[config.mk]
export PLATFORM = sky130hd
export DESIGN_NAME = axi4_lite_slave_flat
export DESIGN_NICKNAME = d
export VERILOG_FILES = /design/src/rtl/axi4_lite_slave_if.sv /design/src/rtl/axi4_lite_slave.sv /design/src/flat_wrapper.sv
export SDC_FILE = /design/constraint.sdc
export NUM_CORES = 1
export LEC_CHECK = 0
export CORE_MARGIN = 2
export CORE_UTILIZATION = 43
export CTS_BUF_LIST = sky130_fd_sc_hd__clkbuf_16
export DETAILED_ROUTE_END_ITERATION = 16
export HOLD_SLACK_MARGIN = 0.06
export PLACE_DENSITY = 0.65
export SLEW_MARGIN = 5
export SYNTH_ARGS = -nofsm -noshare
export SYNTH_HDL_FRONTEND = slang
export SYNTH_SLANG_ARGS = --single-unit
[constraint.sdc]
create_clock -name aclk -period 3.42 [get_ports aclk]
set_clock_uncertainty 0.1 [all_clocks]
set_input_delay 0.684 -clock aclk [delete_from_list [all_inputs] [get_ports aclk]]
set_output_delay 0.684 -clock aclk [all_outputs]
set_load 0.02 [all_outputs]
[src/rtl/axi4_lite_slave_if.sv]
// Flattened AXI4-Lite bus (no WSTRB/PROT) between one master and one register slave.
interface axi4_lite_slave_if #(
  parameter int ADDR_WIDTH = 32,
  parameter int DATA_WIDTH = 32
);
  logic                  AW_VALID;
  logic                  AW_READY;
  logic [ADDR_WIDTH-1:0] AW_ADDR;
  logic                  W_VALID;
  logic                  W_READY;
  logic [DATA_WIDTH-1:0] W_DATA;
  logic                  B_VALID;
  logic                  B_READY;
  logic [1:0]            B_RESP;
  logic                  AR_VALID;
  logic                  AR_READY;
  logic [ADDR_WIDTH-1:0] AR_ADDR;
  logic                  R_VALID;
  logic                  R_READY;
  logic [DATA_WIDTH-1:0] R_DATA;
  logic [1:0]            R_RESP;

  modport master (
    output AW_VALID, AW_ADDR, W_VALID, W_DATA, B_READY, AR_VALID, AR_ADDR, R_READY,
    input  AW_READY, W_READY, B_VALID, B_RESP, AR_READY, R_VALID, R_DATA, R_RESP
  );

  modport slave (
    input  AW_VALID, AW_ADDR, W_VALID, W_DATA, B_READY, AR_VALID, AR_ADDR, R_READY,
    output AW_READY, W_READY, B_VALID, B_RESP, AR_READY, R_VALID, R_DATA, R_RESP
  );
endinterface

[src/rtl/axi4_lite_slave.sv]
// AXI4-Lite register bank: NUM_REGS x 32-bit registers, independent write and read FSMs,
// every output taken straight from a flop.
module axi4_lite_slave #(
  parameter int ADDR_WIDTH = 32,
  parameter int DATA_WIDTH = 32,
  parameter int NUM_REGS   = 4
) (
  input logic               aclk,
  input logic               areset,
  axi4_lite_slave_if.slave  bus
);
  localparam int IDX_W = $clog2(NUM_REGS);
  localparam logic [1:0] RESP_OKAY   = 2'b00;
  localparam logic [1:0] RESP_SLVERR = 2'b10;

  typedef enum logic { W_IDLE, W_RESP } w_state_t;
  typedef enum logic { R_IDLE, R_DATA } r_state_t;

  // Every upper address bit must be zero; bits [1:0] never matter.
  function automatic logic addr_ok(input logic [ADDR_WIDTH-1:0] a);
    return (a >> (IDX_W + 2)) == '0;
  endfunction

  function automatic logic [IDX_W-1:0] addr_idx(input logic [ADDR_WIDTH-1:0] a);
    return a[IDX_W+1:2];
  endfunction

  logic [DATA_WIDTH-1:0] regs_q [NUM_REGS];
  logic [DATA_WIDTH-1:0] regs_d [NUM_REGS];

  w_state_t              w_state_q, w_state_d;
  logic                  aw_held_q, aw_held_d;
  logic                  w_held_q, w_held_d;
  logic [ADDR_WIDTH-1:0] aw_addr_q, aw_addr_d;
  logic [DATA_WIDTH-1:0] w_data_q, w_data_d;
  logic                  aw_ready_q, aw_ready_d;
  logic                  w_ready_q, w_ready_d;
  logic                  b_valid_q, b_valid_d;
  logic [1:0]            b_resp_q, b_resp_d;

  r_state_t              r_state_q, r_state_d;
  logic                  ar_ready_q, ar_ready_d;
  logic                  r_valid_q, r_valid_d;
  logic [DATA_WIDTH-1:0] r_data_q, r_data_d;
  logic [1:0]            r_resp_q, r_resp_d;

  logic                  aw_hs, w_hs, ar_hs;
  logic [ADDR_WIDTH-1:0] wr_addr;
  logic [DATA_WIDTH-1:0] wr_data;

  // Write channel: capture AW and W independently, commit once both are present.
  always_comb begin
    regs_d     = regs_q;
    w_state_d  = w_state_q;
    aw_held_d  = aw_held_q;
    w_held_d   = w_held_q;
    aw_addr_d  = aw_addr_q;
    w_data_d   = w_data_q;
    aw_ready_d = aw_ready_q;
    w_ready_d  = w_ready_q;
    b_valid_d  = b_valid_q;
    b_resp_d   = b_resp_q;
    aw_hs      = aw_ready_q && bus.AW_VALID;
    w_hs       = w_ready_q && bus.W_VALID;
    wr_addr    = aw_held_q ? aw_addr_q : bus.AW_ADDR;
    wr_data    = w_held_q ? w_data_q : bus.W_DATA;
    unique case (w_state_q)
      W_IDLE: begin
        if (aw_hs) begin
          aw_held_d = 1'b1;
          aw_addr_d = bus.AW_ADDR;
        end
        if (w_hs) begin
          w_held_d = 1'b1;
          w_data_d = bus.W_DATA;
        end
        if (aw_held_d && w_held_d) begin
          if (addr_ok(wr_addr)) begin
            regs_d[addr_idx(wr_addr)] = wr_data;
            b_resp_d = RESP_OKAY;
          end else begin
            b_resp_d = RESP_SLVERR;
          end
          b_valid_d  = 1'b1;
          aw_ready_d = 1'b0;
          w_ready_d  = 1'b0;
          w_state_d  = W_RESP;
        end else begin
          aw_ready_d = !aw_held_d;
          w_ready_d  = !w_held_d;
        end
      end
      W_RESP: begin
        if (bus.B_READY) begin
          b_valid_d  = 1'b0;
          aw_held_d  = 1'b0;
          w_held_d   = 1'b0;
          aw_ready_d = 1'b1;
          w_ready_d  = 1'b1;
          w_state_d  = W_IDLE;
        end
      end
      default: w_state_d = W_IDLE;
    endcase
  end

  // Read channel: samples regs_q, so a same-edge write is not yet visible.
  always_comb begin
    r_state_d  = r_state_q;
    ar_ready_d = ar_ready_q;
    r_valid_d  = r_valid_q;
    r_data_d   = r_data_q;
    r_resp_d   = r_resp_q;
    ar_hs      = ar_ready_q && bus.AR_VALID;
    unique case (r_state_q)
      R_IDLE: begin
        ar_ready_d = 1'b1;
        if (ar_hs) begin
          if (addr_ok(bus.AR_ADDR)) begin
            r_data_d = regs_q[addr_idx(bus.AR_ADDR)];
            r_resp_d = RESP_OKAY;
          end else begin
            r_data_d = '0;
            r_resp_d = RESP_SLVERR;
          end
          r_valid_d  = 1'b1;
          ar_ready_d = 1'b0;
          r_state_d  = R_DATA;
        end
      end
      R_DATA: begin
        if (bus.R_READY) begin
          r_valid_d  = 1'b0;
          ar_ready_d = 1'b1;
          r_state_d  = R_IDLE;
        end
      end
      default: r_state_d = R_IDLE;
    endcase
  end

  // State register boundary: reset also clears the register bank and aborts any response.
  always_ff @(posedge aclk) begin
    if (areset) begin
      for (int i = 0; i < NUM_REGS; i++) regs_q[i] <= '0;
      w_state_q  <= W_IDLE;
      aw_held_q  <= 1'b0;
      w_held_q   <= 1'b0;
      aw_addr_q  <= '0;
      w_data_q   <= '0;
      aw_ready_q <= 1'b0;
      w_ready_q  <= 1'b0;
      b_valid_q  <= 1'b0;
      b_resp_q   <= '0;
      r_state_q  <= R_IDLE;
      ar_ready_q <= 1'b0;
      r_valid_q  <= 1'b0;
      r_data_q   <= '0;
      r_resp_q   <= '0;
    end else begin
      regs_q     <= regs_d;
      w_state_q  <= w_state_d;
      aw_held_q  <= aw_held_d;
      w_held_q   <= w_held_d;
      aw_addr_q  <= aw_addr_d;
      w_data_q   <= w_data_d;
      aw_ready_q <= aw_ready_d;
      w_ready_q  <= w_ready_d;
      b_valid_q  <= b_valid_d;
      b_resp_q   <= b_resp_d;
      r_state_q  <= r_state_d;
      ar_ready_q <= ar_ready_d;
      r_valid_q  <= r_valid_d;
      r_data_q   <= r_data_d;
      r_resp_q   <= r_resp_d;
    end
  end

  assign bus.AW_READY = aw_ready_q;
  assign bus.W_READY  = w_ready_q;
  assign bus.B_VALID  = b_valid_q;
  assign bus.B_RESP   = b_resp_q;
  assign bus.AR_READY = ar_ready_q;
  assign bus.R_VALID  = r_valid_q;
  assign bus.R_DATA   = r_data_q;
  assign bus.R_RESP   = r_resp_q;
endmodule

[src/flat_wrapper.sv]
// flat-port wrapper written by rule: the top's interface ports become plain ports
module axi4_lite_slave_flat 
#(
  parameter int ADDR_WIDTH = 32,
  parameter int DATA_WIDTH = 32,
  parameter int NUM_REGS   = 4
)
  (aclk, areset, bus_AW_VALID, bus_AW_ADDR, bus_W_VALID, bus_W_DATA, bus_B_READY, bus_AR_VALID, bus_AR_ADDR, bus_R_READY, bus_AW_READY, bus_W_READY, bus_B_VALID, bus_B_RESP, bus_AR_READY, bus_R_VALID, bus_R_DATA, bus_R_RESP);
  axi4_lite_slave_if #(.ADDR_WIDTH(ADDR_WIDTH), .DATA_WIDTH(DATA_WIDTH)) bus_i ();
  input logic aclk;
  input logic areset;
  input wire logic [$bits(bus_i.AW_VALID)-1:0] bus_AW_VALID;
  input wire logic [$bits(bus_i.AW_ADDR)-1:0] bus_AW_ADDR;
  input wire logic [$bits(bus_i.W_VALID)-1:0] bus_W_VALID;
  input wire logic [$bits(bus_i.W_DATA)-1:0] bus_W_DATA;
  input wire logic [$bits(bus_i.B_READY)-1:0] bus_B_READY;
  input wire logic [$bits(bus_i.AR_VALID)-1:0] bus_AR_VALID;
  input wire logic [$bits(bus_i.AR_ADDR)-1:0] bus_AR_ADDR;
  input wire logic [$bits(bus_i.R_READY)-1:0] bus_R_READY;
  output wire logic [$bits(bus_i.AW_READY)-1:0] bus_AW_READY;
  output wire logic [$bits(bus_i.W_READY)-1:0] bus_W_READY;
  output wire logic [$bits(bus_i.B_VALID)-1:0] bus_B_VALID;
  output wire logic [$bits(bus_i.B_RESP)-1:0] bus_B_RESP;
  output wire logic [$bits(bus_i.AR_READY)-1:0] bus_AR_READY;
  output wire logic [$bits(bus_i.R_VALID)-1:0] bus_R_VALID;
  output wire logic [$bits(bus_i.R_DATA)-1:0] bus_R_DATA;
  output wire logic [$bits(bus_i.R_RESP)-1:0] bus_R_RESP;
  assign bus_i.AW_VALID = bus_AW_VALID;
  assign bus_i.AW_ADDR = bus_AW_ADDR;
  assign bus_i.W_VALID = bus_W_VALID;
  assign bus_i.W_DATA = bus_W_DATA;
  assign bus_i.B_READY = bus_B_READY;
  assign bus_i.AR_VALID = bus_AR_VALID;
  assign bus_i.AR_ADDR = bus_AR_ADDR;
  assign bus_i.R_READY = bus_R_READY;
  assign bus_AW_READY = bus_i.AW_READY;
  assign bus_W_READY = bus_i.W_READY;
  assign bus_B_VALID = bus_i.B_VALID;
  assign bus_B_RESP = bus_i.B_RESP;
  assign bus_AR_READY = bus_i.AR_READY;
  assign bus_R_VALID = bus_i.R_VALID;
  assign bus_R_DATA = bus_i.R_DATA;
  assign bus_R_RESP = bus_i.R_RESP;
  axi4_lite_slave #(.ADDR_WIDTH(ADDR_WIDTH), .DATA_WIDTH(DATA_WIDTH), .NUM_REGS(NUM_REGS)) u_core (.aclk(aclk), .areset(areset), .bus(bus_i));
endmodule
==> impl_metrics.py, run 1 <==
metrics = {
    "global_route": {
        "first_global_vias": 7093,
        "grt_usage": 0.184,
        "top_usage_layer": "met2",
        "grt_pass1_wl_um": 36700,
        "grt_start_max_net_pins": 85,
        "antenna_found_initial": 0,
        "met2_usage": 0.312,
        "grt_use_met3": 0.0325,
        "gr-total-overflow": 0,
        "gr-usage-met1": 0.246,
    },
    "floorplanning": {
        "core_area_um2": 23300,
        "dieArea_um2": 24700,
        "initial_utilization": 0.434,
        "io-pin-count": 144,
        "die_w_um": 157,
        "die_h_um": 157,
        "rows": 56,
    },
    "pwr": {
        "power_w": 0.00575,
        "seq_power_share": 0.486,
        "p_comb_frac": 0.093,
        "p_clk_frac": 0.421,
        "swShare": 0.233,
        "powerDensity_nw_per_um2": 462,
        "irDropWorstVdd_uv": 194,
        "internal_power_w": 0.00441,
        "p_sw_w": 0.00134,
        "power_leakage_nw": 5.11,
    },
    "critical_path": {
        "end_kind": "register",
        "worst_setup_path_start_kind": "input pin",
        "arrival_ps": 2940,
        "critical_path_required_ps": 3700,
        "worstSetupPathType": "in2reg",
        "path_max_fanout": 21,
    },
    "timing": {
        "setup_ws_ps": 753,
        "slew_violations": 0,
        "rsz0062_at_grt": "false",
        "fmax_ghz": 0.375,
        "setup_viol": 0,
        "maxSlewHeadroom": 0.410,
        "max_slew.worst_pin.slew_ps": 886,
        "tns_ps": 0,
        "timing.final.crit_share": 0.780,
        "finalCriticalPeriod_ps": 2670,
        "hold_violations": 0,
    },
    "synthesis": {
        "ys_types": 34,
        "ys_warn_count": 0,
        "synth-adder-area-share": 0,
        "syn_area_per_cell_um2": 10.2,
        "synth_top_cell_by_area": "dfxtp_1",
        "synth_top_area_share": 0.462,
        "synthFlopType": "dfxtp_1",
        "ys_seq_elements": 233,
        "netlist_instances": 990,
        "async_flop_share": 0,
        "synth_top_family_by_area": "multiplexers",
        "synth_edf_count": 0,
        "synth-compound-area-share": 0.0748,
        "synth-xor-area-share": 0,
        "synth_area_um2": 10100,
        "synth_area_leaders": "dfxtp_1 46%, mux2i_1 16%, nand2b_1 8.1%",
        "ys_seq_area_frac": 0.462,
        "synth-simple-area-share": 0.190,
        "synthMuxAreaShare": 0.234,
    },
    "final_layout": {
        "multi_input_area_um2": 5060,
        "layout-drive-gt1-share": 0.121,
        "area_growth_pct": 23.2,
        "fin_area_um2": 12400,
        "antenna_cells": 0,
        "seqCellArea_um2": 4670,
        "final_nets": 1202,
        "n_fill_cell": 2127,
    },
    "clock_network": {
        "cts_hold_buf": 0,
        "path_clk_slew_ps": 60,
        "clock_latency_ps": 510,
        "clock-sinks": 233,
        "clock_path_buffers": 3,
        "cts.htree.levels": 1,
        "cts_setup_buffers": 0,
        "cts_resized": 0,
        "cts_tree": "built",
        "clockRootBuffer": "clkbuf_16",
        "cts_buffers": 25,
    },
    "routing": {
        "wl_um": 22600,
        "wire_per_inst_um": 15.8,
        "postRouteAntennaNets": 0,
        "drtIter0Drc": 370,
        "vias_per_cell": 5.04,
        "vias": 7220,
        "drt_first_pass_iters": 4,
        "drc": 0,
    },
    "placement": {
        "dpl_worst_slack_ps": 238,
        "dpl.hpwl_um": 13900,
        "port_buffers": 137,
        "dpl-instance-area_um2": 11700,
        "place.gp.congestion": 0.727,
    },
    "run_status": {
        "status": "completed",
    },
    "flow_run": {
        "maxCapViolations": 0,
    },
    "min_path": {
        "hp-class": "reg2reg",
    },
}
-- cells in the final DEF, fill, tap and decap left out, types with 2 or more instances in the layout --
master           instances
a21oi_1                 69
buf_4                   15
clkinv_1                 5
nand4_1                  4
or2_2                   34
nor4_1                  16
nor3_1                   4
clkdlybuf4s50_1        134
buf_2                    2
a22oi_1                 32
mux4_2                  32
dfxtp_1                232
clkinv_2                 3
nor4_2                   2
nand2b_1               130
nand2_1                131
nor2_4                   2
conb_1                   2
mux2i_1                162
o2111ai_4                4
clkbuf_16               25
mux2_2                   2
buf_12                   6
inv_1                    8
nor2_1                  41
-- final cells by class --
class | instances | share of cell area
tap | 319 | 0.0321
timing repair buffer | 158 | 0.128
multi-input combinational | 681 | 0.407
clock inverter | 17 | 0.00754
clock buffer | 25 | 0.0503
sequential | 233 | 0.375
-- routing by layer --
layer  part of all wire  up-vias
met2               0.47      129
met1               0.47     3434
met5                  0        -
met4              0.012        0
met3              0.050       21
li1                   -     3636
-- synth_stat cells, drive strengths merged, types with 2 or more instances --
cell type  instances
mux2               2
buf               24
or2               34
o2111ai            4
nor4              18
a22oi             32
mux4              32
nor3               4
nand2            131
nand4              4
nor2              44
mux2i            162
a21oi             70
dfxtp            233
clkbuf            53
nand2b           130
-- metrics by stage --
step           hold slack [ps]  utilization  cells
2_1_floorplan              331            -    991
3_3_place_gp               341        0.504   1391
3_5_place_dp               346        0.504   1391
4_1_cts                    354        0.535   1433
5_1_grt                    364        0.535   1433
6_report                   353        0.535   1433
-- cell families after synthesis --
group,count (synthesis)
simple gates,372
flops,233
other cells,1
buf+inv,77
mux,196
compound gates,111
-- worst paths after layout --
check	end	cells past startpoint	slack, ps	startpoint
hold reg to reg	u_core.w_data_q[7]	2	350	u_core.w_data_q[7]
setup / recovery	u_core.regs_q[117]	8	750	bus_AW_ADDR[28]
setup reg to reg	u_core.regs_q[117]	7	920	u_core.aw_held_q
hold / removal	u_core.w_data_q[7]	2	350	u_core.w_data_q[7]
-- power by group through the flow --
stage / Clock, W / Sequential (W) / Combinational [W]
after floorplan: 0 / 0.00286 / 0.000311
after global placement: 0 / 0.00286 / 0.000537
after detailed placement: 0 / 0.00286 / 0.000538
after CTS: 0.00248 / 0.00280 / 0.000540
after global routing: 0.00260 / 0.00280 / 0.000584
final: 0.00242 / 0.00280 / 0.000534
-- registers in the layout, summed over array words and instances (netlist names), 30 cells and up --
signal / cells
u_core.regs_q: 128
u_core.bus.R_DATA: 32
u_core.w_data_q: 32
u_core.aw_addr_q: 30
-- worst max-delay path, stage by stage --
cell	delay (ps)
clkdlybuf4s50_1	430
or4_1	510
o22a_1	230
a2111oi_4	210
buf_4	240
o2111ai_4	140
buf_4	320
mux2i_1	170
Power figures use the tool's default switching activity.
==> run 2: changes to the inputs <==
--- a/config.mk
+++ b/config.mk
@@ -10,7 +10,7 @@
 export CTS_BUF_LIST = sky130_fd_sc_hd__clkbuf_16
 export DETAILED_ROUTE_END_ITERATION = 16
 export HOLD_SLACK_MARGIN = 0.06
-export PLACE_DENSITY = 0.65
+export PLACE_DENSITY = 0.68
 export SLEW_MARGIN = 5
 export SYNTH_ARGS = -nofsm -noshare
 export SYNTH_HDL_FRONTEND = slang
==> constraint.sdc (replaced) <==
create_clock -name aclk -period 2.4 [get_ports aclk]
set_clock_uncertainty 0.1 [all_clocks]
set_input_delay 0.48 -clock aclk [delete_from_list [all_inputs] [get_ports aclk]]
set_output_delay 0.48 -clock aclk [all_outputs]
set_load 0.02 [all_outputs]
==> impl_metrics.py, run 2 (same netlist as run 1, synthesis figures left out) <==
metrics = {
    "final_layout": {
        "layout-drive-gt1-share": 0.140,
        "multi_input_area_um2": 5080,
        "n_fill_cell": 2057,
        "antenna_cells": 0,
        "largest_register_ffs": 128,
        "seqCellArea_um2": 4670,
        "top_register": "u_core.regs_q",
        "final_util": 0.552,
        "final_common_cell": "dfxtp_1",
        "mostFrequentLayoutCells": "231 x dfxtp_1, 162 x mux2i_1, 132 x clkdlybuf4s50_1",
        "final_nets": 1217,
        "area_growth_pct": 27.0,
        "fin_area_um2": 12800,
    },
    "clock_network": {
        "clockRootBuffer": "clkbuf_16",
        "path_clk_slew_ps": 60,
        "cts_hold_buf": 0,
        "clock_latency_ps": 510,
        "cts.htree.levels": 1,
        "cts_buffers": 25,
        "clock_path_buffers": 3,
        "cts_tree": "built",
        "clock-sinks": 233,
    },
    "routing": {
        "drt_first_pass_iters": 5,
        "vias_per_cell": 5.11,
        "wl_um": 23000,
        "postRouteAntennaNets": 0,
        "wire_per_inst_um": 15.8,
        "drtIter0Drc": 351,
        "drc": 0,
        "vias": 7408,
    },
    "timing": {
        "fmax_ghz": 0.422,
        "finalCriticalPeriod_ps": 2370,
        "hold_violations": 0,
        "timing.final.crit_share": 0.987,
        "hold_slack_ps": 159,
        "max_slew.worst_pin.slew_ps": 804,
        "maxSlewHeadroom": 0.464,
        "rsz0062_at_grt": "true",
        "tns_ps": 0,
        "slew_violations": 0,
        "setup_viol": 0,
    },
    "pwr": {
        "power_w": 0.00864,
        "swShare": 0.228,
        "irDropWorstVdd_uv": 485,
        "powerDensity_nw_per_um2": 673,
        "p_comb_frac": 0.093,
        "p_sw_w": 0.00197,
        "seq_power_share": 0.461,
        "p_clk_frac": 0.446,
        "internal_power_w": 0.00667,
        "power_leakage_nw": 5.30,
    },
    "global_route": {
        "first_global_vias": 7263,
        "grt_start_max_net_pins": 68,
        "antenna_found_initial": 0,
        "grt_pass1_wl_um": 36600,
        "grt_usage": 0.182,
        "gr-total-overflow": 0,
    },
    "placement": {
        "place.gp.congestion": 0.726,
        "dpl-instance-area_um2": 11900,
        "port_buffers": 137,
        "dpl.hpwl_um": 14300,
    },
    "floorplanning": {
        "die_h_um": 157,
        "die_w_um": 157,
        "initial_utilization": 0.434,
        "dieArea_um2": 24700,
        "rows": 56,
        "core_area_um2": 23300,
        "io-pin-count": 144,
    },
    "critical_path": {
        "critical_path_required_ps": 2700,
        "end_kind": "register",
        "arrival_ps": 2660,
        "path_max_fanout": 8,
        "crit_chain": "or4_4, o22a_1, a2111oi_4, buf_6, o2111ai_4, clkbuf_16, mux2i_1",
        "worstSetupPathType": "reg2reg",
        "max_stage_delay_ps": 530,
        "critPathSlowestCell": "or4_4",
        "worst_setup_path_start_kind": "register",
    },
    "flow_run": {
        "maxCapViolations": 0,
    },
    "run_status": {
        "status": "completed",
    },
    "min_path": {
        "hp-class": "in2reg",
    },
}
run 2: cell types whose count changed in the layout (fill, tap and decap cells not counted), moves of 2 or more:
cell	before	now
clkdlybuf4s50_1	134	132
clkbuf_16	25	27
dlymetal6s2s_1	0	2
buf_4	15	17
bufinv_16	1	4
inv_1	8	5
buf_12	6	13
buf_6	1	4
run 2: power groups by stage:
stage / combinational [W] / sequential, W / clock [W]
6_report: 0.000805 / 0.00398 / 0.00385
5_1_grt: 0.000878 / 0.00399 / 0.00411
4_1_cts: 0.000807 / 0.00398 / 0.00395
3_5_place_dp: 0.000803 / 0.00407 / 0
3_3_place_gp: 0.000797 / 0.00407 / 0
2_1_floorplan: 0.000443 / 0.00407 / 0
run 2: critical path: cells and delay by family, from the launching register on:
family | cells | cell delay, ps
muxes | 1 | 130
and+or+nand+nor | 1 | 530
DFF | 1 | 340
AOI/OAI and AO/OA | 3 | 690
buffers and inverters | 2 | 470
run 2: final cells by class:
cell class | count | share of cell area
sequential | 233 | 0.364
timing repair buffer | 173 | 0.145
multi-input combinational | 681 | 0.396
tap | 319 | 0.0311
clock inverter | 19 | 0.0156
clock buffer | 25 | 0.0488
run 2: what timing repair did:
| item | CTS | global route |
|---|---|---|
| gates resized for setup | 0 | 10 |
| setup buffers | 0 | 1 |
| setup endpoints to repair | 0 | 128 |
run 2: per-layer routing:
metal,part of all wire,vias up,GRT usage,wire length [um]
li1,-,3685,-,-
met5,0,-,0,0
met4,0.015,0,0.0394,347
met2,0.49,141,0.318,11400
met3,0.041,27,0.0245,949
met1,0.45,3555,0.240,10300
run 2: worst paths after layout:
path         cells after the start                  from                    to  slack (ps)
min                              3       bus_AW_ADDR[29]  u_core.aw_addr_q[29]         160
max                              7      u_core.aw_held_q     u_core.regs_q[73]          30
min reg2reg                      2  u_core.aw_addr_q[29]  u_core.aw_addr_q[29]         350
max reg2reg                      7      u_core.aw_held_q     u_core.regs_q[73]          30
run 2: per-stage QoR:
stage	setup WS, ps	cells
6_report	31.5	1450
4_1_cts	41.2	1446
3_5_place_dp	-480	1402
5_1_grt	-46.9	1450
2_1_floorplan	-101	991
3_3_place_gp	-462	1402
==> run 3: changes to the inputs <==
--- a/config.mk
+++ b/config.mk
@@ -5,7 +5,8 @@
 export SDC_FILE = /design/constraint.sdc
 export NUM_CORES = 1
 export LEC_CHECK = 0
-export CORE_MARGIN = 2
+export CAP_MARGIN = 0
+export CORE_MARGIN = 4
 export CORE_UTILIZATION = 43
 export CTS_BUF_LIST = sky130_fd_sc_hd__clkbuf_16
 export DETAILED_ROUTE_END_ITERATION = 16
==> impl_metrics.py, run 3 (same netlist as run 1, synthesis figures left out) <==
metrics = {
    "timing": {
        "maxSlewHeadroom": 0.471,
        "tns_ps": 0,
        "finalCriticalPeriod_ps": 2320,
        "setup_ws_ps": 76.3,
        "rsz0062_at_grt": "true",
        "slew_violations": 0,
        "hold_slack_ps": 151,
        "hold_violations": 0,
        "max_slew.worst_pin.slew_ps": 793,
        "setup_viol": 0,
        "timing.final.crit_share": 0.968,
        "fmax_ghz": 0.430,
    },
    "clock_network": {
        "clock-sinks": 233,
        "cts_tree": "built",
        "cts.htree.levels": 1,
        "cts_hold_buf": 0,
        "cts_buffers": 25,
        "clock_path_buffers": 3,
        "clockRootBuffer": "clkbuf_16",
        "path_clk_slew_ps": 60,
        "clock_latency_ps": 510,
    },
    "critical_path": {
        "path_max_fanout": 15,
        "worst_setup_path_start_kind": "register",
        "reg2reg_slack_ps": 80,
        "critical_path_required_ps": 2690,
        "end_kind": "register",
        "arrival_ps": 2610,
        "r2r_cells": 7,
        "crit-reg2reg-launch": "u_core.aw_held_q",
        "regToRegEndpoint": "u_core.regs_q[9]",
        "worstSetupPathType": "reg2reg",
    },
    "floorplanning": {
        "io-pin-count": 144,
        "die_h_um": 161,
        "rows": 55,
        "initial_utilization": 0.442,
        "dieArea_um2": 26000,
        "core_area_um2": 22800,
        "die_w_um": 161,
    },
    "min_path": {
        "worstHoldStart": "bus_AW_ADDR[29]",
        "holdPathStages": 3,
        "hold_end": "u_core.aw_addr_q[29]",
        "hp-class": "in2reg",
    },
    "final_layout": {
        "final_nets": 1220,
        "final_cells": 1446,
        "antenna_cells": 0,
        "layout-drive-gt1-share": 0.139,
        "mostFrequentLayoutCells": "231 x dfxtp_1, 161 x mux2i_1, 132 x clkdlybuf4s50_1",
        "final_common_cell": "dfxtp_1",
        "top_register": "u_core.regs_q",
        "largest_register_ffs": 128,
        "area_growth_pct": 26.3,
    },
    "pwr": {
        "power_leakage_nw": 5.28,
        "power_w": 0.00825,
        "p_clk_frac": 0.420,
        "irDropWorstVdd_uv": 479,
        "swShare": 0.233,
        "internal_power_w": 0.00632,
        "p_sw_w": 0.00192,
        "seq_power_share": 0.483,
        "powerDensity_nw_per_um2": 647,
        "p_comb_frac": 0.097,
    },
    "routing": {
        "vias": 7334,
        "wire_per_inst_um": 15.9,
        "drc": 0,
        "drtIter0Drc": 286,
        "vias_per_cell": 5.07,
        "wl_um": 23000,
        "drt_first_pass_iters": 5,
        "postRouteAntennaNets": 0,
    },
    "flow_run": {
        "maxCapViolations": 0,
    },
    "global_route": {
        "grt_start_max_net_pins": 90,
        "first_global_vias": 7438,
        "grt_usage": 0.173,
        "antenna_found_initial": 0,
        "gr-total-overflow": 0,
        "grt_pass1_wl_um": 38000,
    },
    "placement": {
        "port_buffers": 137,
        "dpl.hpwl_um": 14900,
        "place.gp.congestion": 0.753,
        "dpl_worst_slack_ps": -512,
        "dp_cells": 1399,
    },
    "run_status": {
        "status": "completed",
    },
}
==> run 3: power groups by stage <==
stage,combinational (W),clock (W),sequential (W)
2_1_floorplan,0.000443,0,0.00407
3_3_place_gp,0.000796,0,0.00406
3_5_place_dp,0.000800,0,0.00407
4_1_cts,0.000805,0.00356,0.00398
5_1_grt,0.000878,0.00372,0.00399
6_report,0.000800,0.00346,0.00398
==> run 3: area by class of cell <==
class / instances / area [um^2]
timing repair buffer: 176 / 1890
multi-input combinational: 681 / 5070
clock buffer: 25 / 626
fill: 2039 / 10100
sequential: 233 / 4670
clock inverter: 18 / 106
tap: 313 / 392
==> run 3: through the flow <==
step | cell area, um^2 | utilization
after floorplan | 10100 | -
after global placement | 11900 | 0.522
after detailed placement | 11900 | 0.522
after CTS | 12700 | 0.554
after global routing | 12800 | 0.558
final | 12800 | 0.558
==> run 3: worst max-delay path by stage <==
| stage | start | slack [ps] | cells past startpoint | endpoint |
|---|---|---|---|---|
| 2_1_floorplan | bus_AW_ADDR[28] | -100 | 6 | u_core.regs_q[100] |
| 3_3_place_gp | bus_AW_ADDR[28] | -480 | 8 | u_core.regs_q[77] |
| 3_5_place_dp | bus_AW_ADDR[28] | -510 | 8 | u_core.regs_q[69] |
| 4_1_cts | bus_AW_ADDR[28] | 20 | 8 | u_core.regs_q[76] |
| 5_1_grt | u_core.aw_addr_q[28] | -3 | 7 | u_core.regs_q[19] |
| 6_report | u_core.aw_held_q | 80 | 7 | u_core.regs_q[9] |
==> run 3: metal layers <==
| metal | vias to the layer above | track usage | routed length [um] |
|---|---|---|---|
| li1 | 3675 | - | - |
| met1 | 3496 | 0.237 | 10900 |
| met2 | 131 | 0.294 | 11000 |
| met3 | 32 | 0.0255 | 820 |
| met4 | 0 | 0.0349 | 399 |
| met5 | - | 0 | 0 |
==> run 3: what timing repair did <==
action,in CTS,in global routing
buffers inserted,0,2
setup endpoints to repair,0,70
gates resized for setup,0,7
==> run 3: critical path, cell delays in order (launching register included) <==
cell and delay (ps):
dfxtp_2 340, or4_1 520, o22a_1 230, a2111oi_4 230, buf_6 190, o2111ai_4 220
buf_12 250, mux2i_1 130
